===== config.mk =====
export PLATFORM = sky130hd
export DESIGN_NAME = gameport_axis_timer
export DESIGN_NICKNAME = d
export VERILOG_FILES = /design/src/rtl/gameport_axis_timer.sv
export SDC_FILE = /design/constraint.sdc
export NUM_CORES = 1
export LEC_CHECK = 0
export ABC_AREA = 1
export ABC_CLOCK_PERIOD_IN_PS = 1800
export BUFFER_PORTS_ARGS = -buffer_cell sky130_fd_sc_hd__buf_2
export CORE_MARGIN = 5
export CORE_UTILIZATION = 53
export DETAILED_ROUTE_END_ITERATION = 8
export PLACE_DENSITY = 0.85
export SLEW_MARGIN = 20
export SYNTH_ARGS = -nofsm -noshare
export SYNTH_HDL_FRONTEND = slang
export SYNTH_SLANG_ARGS = --single-unit

===== constraint.sdc =====
create_clock -name clk -period 1.8 [get_ports clk]
set_clock_uncertainty 0.1 [all_clocks]
set_input_delay 0.36 -clock clk [delete_from_list [all_inputs] [get_ports clk]]
set_output_delay 0.36 -clock clk [all_outputs]
set_load 0.01 [all_outputs]

===== src/rtl/gameport_axis_timer.sv =====
// Gameport one-shot axis timers: a port write loads each axis with a count derived from an
// analog stick value or digital direction flags, then the count runs down once every DIV clocks.
module gameport_axis_timer #(
   parameter int NUM_AXES  = 4,
   parameter int COUNT_W   = 9,
   parameter int DIV       = 266,
   parameter int CENTER    = 200,
   parameter int MIN_COUNT = 8,
   parameter int MAX_COUNT = 391,
   parameter int RETRIGGER = 1
) (
   input  logic                          clk,
   input  logic                          rst_n,
   input  logic [NUM_AXES*8-1:0]         ana,
   input  logic [NUM_AXES-1:0]           dig_neg,
   input  logic [NUM_AXES-1:0]           dig_pos,
   input  logic [3:0]                    buttons,
   input  logic                          write,
   output logic [7:0]                    readdata,
   output logic [NUM_AXES-1:0]           axis_active,
   output logic [NUM_AXES*COUNT_W-1:0]   axis_count
);

   localparam int PRE_W = $clog2(DIV);
   localparam int SUM_W = COUNT_W + 2;
   localparam logic [PRE_W-1:0]        PRE_LAST = PRE_W'(DIV - 1);
   localparam logic signed [SUM_W-1:0] S_MIN    = SUM_W'(MIN_COUNT);
   localparam logic signed [SUM_W-1:0] S_MAX    = SUM_W'(MAX_COUNT);
   localparam logic signed [SUM_W-1:0] S_CENTER = SUM_W'(CENTER);

   function automatic logic [COUNT_W-1:0] sat_count(input logic signed [SUM_W-1:0] v);
      if (v < S_MIN)
         return COUNT_W'(MIN_COUNT);
      else if (v > S_MAX)
         return COUNT_W'(MAX_COUNT);
      else
         return v[COUNT_W-1:0];
   endfunction

   // Analog scaling is 1.5x the stick value around CENTER; any nonzero analog value overrides the flags.
   function automatic logic [COUNT_W-1:0] load_value(input logic signed [7:0] a,
                                                     input logic neg,
                                                     input logic pos);
      logic signed [SUM_W-1:0] ext;
      logic signed [SUM_W-1:0] sum;
      ext = SUM_W'(a);
      sum = S_CENTER + ext + (ext >>> 1);
      if (a != '0)
         return sat_count(sum);
      else if (neg)
         return COUNT_W'(MIN_COUNT);
      else if (pos)
         return COUNT_W'(MAX_COUNT);
      else
         return COUNT_W'(CENTER);
   endfunction

   logic [PRE_W-1:0] r_presc;
   logic             w_tick;
   logic             w_any_active;
   logic             w_presc_clr;

   assign w_tick       = (r_presc == PRE_LAST);
   assign w_any_active = |axis_active;
   // Without retrigger, a write must not restart the prescaler under a running pulse.
   assign w_presc_clr  = write && ((RETRIGGER != 0) || !w_any_active);

   always_ff @(posedge clk or negedge rst_n) begin
      if (!rst_n)
         r_presc <= '0;
      else if (w_presc_clr || w_tick)
         r_presc <= '0;
      else
         r_presc <= r_presc + 1'b1;
   end

   for (genvar g = 0; g < NUM_AXES; g++) begin : g_axis
      logic [COUNT_W-1:0] r_count;
      logic [COUNT_W-1:0] w_load_val;
      logic               w_load_en;

      assign w_load_val = load_value($signed(ana[8*g +: 8]), dig_neg[g], dig_pos[g]);
      assign w_load_en  = write && ((RETRIGGER != 0) || (r_count == '0));

      always_ff @(posedge clk or negedge rst_n) begin
         if (!rst_n)
            r_count <= '0;
         else if (w_load_en)
            r_count <= w_load_val;
         else if (w_tick && (r_count != '0))
            r_count <= r_count - 1'b1;
      end

      assign axis_active[g]                     = (r_count != '0);
      assign axis_count[g*COUNT_W +: COUNT_W]   = r_count;
   end

   // Readdata: buttons pass a capture stage (p0), then everything lands in the port register (p1).
   logic [3:0] r_btn_n_p0;
   logic [3:0] w_axis_bits;
   logic [7:0] r_readdata_p1;

   always_comb begin
      w_axis_bits = 4'hF;
      for (int i = 0; i < NUM_AXES; i++)
         w_axis_bits[i] = axis_active[i];
   end

   always_ff @(posedge clk or negedge rst_n) begin
      if (!rst_n) begin
         r_btn_n_p0    <= 4'hF;
         r_readdata_p1 <= 8'h00;
      end else begin
         r_btn_n_p0    <= ~buttons;
         r_readdata_p1 <= {r_btn_n_p0, w_axis_bits};
      end
   end

   assign readdata = r_readdata_p1;

endmodule


Word level (Yosys, flattened, before mapping)

Index checks and enable logic that the tools add are counted.

Magnitude comparators: 8
Add/sub/neg operators: 13
Reductions and logical operators: 17
Equal/unequal tests: 1
Bitwise gates (word level): 1
Multiplexer cells: 29

Operators with widths:

| cell                                                                    | count |
|---|---|
| 9-bit 2-to-1 mux                                                        | 29 |
| 10-bit by 7-bit adder with 11-bit output                                | 4 |
| 11-bit by 10-bit > comparator with 1-bit output (second input constant) | 4 |
| 11-bit by 5-bit < comparator with 1-bit output (second input constant)  | 4 |
| 9-bit by 8-bit adder with 10-bit output (first input constant)          | 4 |
| 9-bit nonzero test                                                      | 4 |
| 9-bit by 1-bit subtractor with 9-bit output (second input constant)     | 4 |
| 8-bit nonzero test                                                      | 4 |
| 9-bit by 1-bit adder with 9-bit output (second input constant)          | 1 |
| 9-bit == test (second input constant)                                   | 1 |
| 2-bit nonzero test                                                      | 4 |
| 1-bit logical AND                                                       | 4 |
| 4-bit inverter                                                          | 1 |
| 1-bit logical OR                                                        | 1 |

Bits in registers: 57
Logic and storage cells: 76
Input port bits: 47
Output and inout bits: 48

Depth between registers and ports, before layout

Depth after elaboration: 7
Depth in mapped cells: 21
Gate-level depth less buffers: 21

Worst setup path after synthesis

Ideal clock, no wire load.

Path type: input port to flip-flop
Start point: input ana[25]
End point: register g_axis[3].r_count[6]
Setup slack: -0.698 ns
Data required time: 1.584 ns
Cell stages on the path: 16
Path buffers: 0
Arrival: 2.281 ns
Library setup time: 0.116 ns
Cell sequence: ha_1 -> ha_1 -> inv_1 -> fa_1 -> nand3b_1 -> nand2_1 -> nand2_1 -> nand2_1 -> xor2_1 -> nand3_1 -> nor2_1 -> nor2_4 -> nand3b_1 -> nand2_1 -> nand2_1 -> nand2_1

Cells in the longest elaborated chain, start to end: 7
Elaborated cells between the ends (all ways): 9
Classes of those cells: add/sub: 2; order compare: 2; mux: 4; reduce/logical: 1

Ends and longest elaborated chain:

| element                                         | line | source |
|---|---|---|
| start: declaration                              | 14   | `input logic [NUM_AXES*8-1:0] ana,` |
| 9-bit by 8-bit adder with 10-bit output         | 47   | `sum = S_CENTER + ext + (ext >>> 1);` |
| 10-bit by 7-bit adder with 11-bit output        | 47   |  |
| 11-bit by 10-bit > comparator with 1-bit output | 34   | `else if (v > S_MAX)` |
| 9-bit 2-to-1 mux                                | 34   |  |
| 9-bit 2-to-1 mux                                | 32   | `if (v < S_MIN)` |
| 9-bit 2-to-1 mux *                              | 48   | `if (a != '0)` |
| 9-bit 2-to-1 mux *                              | 88   | `else if (w_load_en)` |
| end signal: assignment                          | 89   | `r_count <= w_load_val;` |
| end signal: assignment                          | 91   | `r_count <= r_count - 1'b1;` |
| end: declaration                                | 78   | `logic [COUNT_W-1:0] r_count;` |

Mark *: on every way between the ends. The rest lies on a longest branch, timed or not.
A chain may end at the register's enable or synchronous reset.

Final worst setup path

Start point: input ana[6]
End point: register g_axis[0].r_count[1]

Cells in the longest elaborated chain, start to end: 7
Elaborated cells between the ends (all ways): 9
Classes of those cells: add/sub: 2; order compare: 2; mux: 4; reduce/logical: 1

Ends and longest elaborated chain:

| element                                         | line |
|---|---|
| 9-bit by 8-bit adder with 10-bit output         | 47 |
| 10-bit by 7-bit adder with 11-bit output        | 47 |
| 11-bit by 10-bit > comparator with 1-bit output | 34 |
| 9-bit 2-to-1 mux                                | 34 |
| 9-bit 2-to-1 mux                                | 32 |
| 9-bit 2-to-1 mux *                              | 48 |
| 9-bit 2-to-1 mux *                              | 88 |
| end signal: assignment                          | 89 |
| end signal: assignment                          | 91 |
| end: declaration                                | 78 |

Marks and branches as above.

==> results.tsv <==
metric	value	unit
ctsRootBufferMaster	clkbuf_8	
layout-drive-gt1-share	49.9	%
grt_pass1_wl	33800	µm
mostFrequentLayoutCells	187 x buf_4, 186 x nand2_1, 112 x inv_1	
crit_slowest_cell	ha_1	
post-place-ws	-0.909	ns
setup_viol	43	
grt_overflow	0	
path_cells	buf_2 -> inv_1 -> ha_1 -> inv_1 -> ha_1 -> nand2_1 -> inv_1 -> a21oi_1 -> nand2_2 -> inv_2 -> nand2_1 -> nand2_1 -> nand2_1 -> nor2_2 -> nor2_4 -> nand2_1 -> nand2_1 -> nand2_1 -> nand2_1	
cts-buffers-inserted	9	
gp_congestion	0.882	
core	0.0108	mm²
ctsLongestPathBuffers	2	
p_switching	2.98	mW
stdcell_area	0.00954	mm²
clkTransAtPathRegs	0.08	ns
ant_nets	0	
layout.nets	1291	
fp.dieH	115	µm
end_kind	flop	
seq_area	0.00143	mm²
rsz0062_at_grt	true	
violations	negative setup slack	
antenna_found_initial	0	
fin_util	88.4	%
outcome	complete, but fails checks	
diodes	0	
synth-seq-area-share	24.6	%
ir_worst_vdd	0.000445	V
grt_max_degree	58	
switching_share	43.0	%
fin_total_pwr	6.92	mW
yosys.area_share.simple	33.4	%
cap_violations	0	
power_leakage	4.98	nW
crit_path_max_fanout	8	
hold_viol	0	
final_max_slew_viol_count	0	
startpoint_type	input pin	
ys_ff_latch	57	
crit_arrival	2.74	ns
routed_wl	27300	µm
insertion_delay	0.36	ns
synth_top_family_by_area	simple AND/OR/NAND/NOR gates	
p_comb_share	56.2	%
min_path_type	input pin to flop	
die_area	0.0132	mm²
syn_area_per_cell	6.73	µm²
multi_input_area	0.00490	mm²
vias	8181	
grt_pass1_vias	7265	
drt_iter0_drc	1240	
period_needed	2.61	ns
vias_per_cell	6.24	
tightest_slew	0.594	ns
io_buffer_count	94	
maxSlewHeadroom	60.4	%
synth_area	0.00581	mm²
slowest_delay	0.36	ns
final_common_cell	buf_4	
ys_types	45	
cts_tree	built	
die-width	115	µm
crit_family	simple AND/OR/NAND/NOR gates	
pwr-share-seq	23.8	%
synth_cells	863	
p_int	3.95	mW
pin_count	95	
finalCritPeriodShare	145	%
fin_ws	-0.807	ns
fmax	384	MHz
fillCellCount	418	
powerDensity	726	mW/mm²
ys_warn_count	0	
whs	0.0196	ns
synthXorXnorAreaFrac	2.41	%
post_drt_wl_per_cell	20.8	µm
synth_nets	988	
start_util	53.8	%
synth_adder_area_share	17.3	%
drtPass1Iterations	9	
worst-path-buf-inv	5	
post-dp-hpwl	12600	µm
placed_area	0.00776	mm²
area_growth	64.3	%
synth_mux_area_share	0	%
num_rows	38	
cpMostUsedCell	nand2_1	
p_clk_share	20.0	%
critical_path_class	input pin to flop	
drc	0	
crit_required	1.93	ns
gr-usage-all-layers	31.6	%
ctsHtreeMaxLevel	3	
synth_compound_area_share	11.0	%
cts_num_sinks	57	
## worst register-to-register path, stage by stage, from the launching register on
cell and delay, ns:
dfrtp_1 0.41, inv_2 0.10, ha_4 0.16, nand2_4 0.07
nor2_4 0.10, nand3_2 0.08, or2_4 0.26, nor2_4 0.14
nand2_2 0.09, buf_4 0.14, buf_6 0.11, o21ai_4 0.18
buf_6 0.16, a21oi_1 0.05, nand2_1 0.09, nand2_1 0.09
## worst paths after layout
check	startpoint	end	slack (ns)	cells after the start
hold / removal	buttons[1]	r_btn_n_p0[1]$_DFF_PN1_	0.02	2
max in group asynchronous	rst_n	r_btn_n_p0[1]$_DFF_PN1_	0.84	3
min in group asynchronous	rst_n	readdata[3]$_DFF_PN0_	0.45	3
setup / recovery	ana[6]	g_axis[0].r_count[1]$_DFFE_PN0P_	-0.81	19
hold reg to reg	r_btn_n_p0[3]$_DFF_PN1_	readdata[7]$_DFF_PN0_	0.29	0
setup reg to reg	g_axis[0].r_count[1]$_DFFE_PN0P_	g_axis[0].r_count[1]$_DFFE_PN0P_	-0.66	15
## power groups by stage
stage	clock network (mW)	logic [mW]	registers, mW
final	1.38	3.89	1.65
after global routing	1.43	4.09	1.65
after CTS	1.34	3.04	1.59
after detailed placement	0	2.65	1.60
after global placement	0	2.56	1.59
after floorplan	0	1.43	1.70
## state kept, by name, summed over array words and instances, names as in the netlist
signal          flops
r_presc             9
r_btn_n_p0          4
g_axis.r_count     36
readdata            8
## synthesized netlist by cell type, drive strengths merged
library cell,instances,area (µm²)
a211oi,1,7.51
a21boi,1,7.51
a21o,5,37.5
a21oi,57,304
a22oi,4,35.0
a31oi,10,83.8
and3,1,6.26
buf,6,47.5
clkbuf,3,11.3
clkinv,1,3.75
dfrtp,53,1330
dfstp,4,105
fa,4,80.1
ha,74,926
inv,157,589
nand2,258,1010
nand3,44,220
nand3b,11,82.6
nand4,19,119
nor2,82,350
nor3,9,45.0
nor4,3,18.8
o21ai,21,116
o31a,1,8.76
o31ai,4,30.0
o41ai,1,8.76
or2,13,83.8
xnor2,3,26.3
xor2,13,114
## repair_timing
item	in CTS	in global routing
buffers inserted	40	26
endpoints found under the setup margin	40	44
hold buffers	1	0
hold endpoints to repair	53	0
cloned	1	0
resized for setup	128	135
pin swaps	98	112
## area by class of cell
| class | count | area share [%] |
|---|---|---|
| Tap cell | 140 | 1.84 |
| Timing Repair Buffer | 300 | 23.2 |
| Clock buffer | 9 | 1.30 |
| Sequential cell | 57 | 15.0 |
| Inverter | 158 | 6.35 |
| Multi-Input combinational cell | 640 | 51.4 |
| Clock inverter | 7 | 0.997 |
## per-layer routing
layer / track usage (%) / up-vias / routed length, µm
met1: 37.1 / 3704 / 9360
met3: 7.03 / 295 / 3180
met2: 54.4 / 827 / 12300
li1: - / 3355 / -
met5: 0 / - / 0
met4: 15.0 / 0 / 2370
## cells by family after synthesis
kind of cell             count (synthesis)
AND/OR/NAND/NOR                        440
buffers and inverters                  167
AO/OA/AOI/OAI                          105
adder cells (fa/ha/maj)                 78
flip-flops                              57
XOR/XNOR                                16
## through the flow
stage	std cells	setup TNS (ns)
after floorplan	863	-17.42
after global placement	1231	-27.59
after detailed placement	1231	-30.12
after CTS	1288	-15.57
after global routing	1311	-28.89
final	1311	-26.09
No activity file was read; power rests on OpenSTA's default activity.
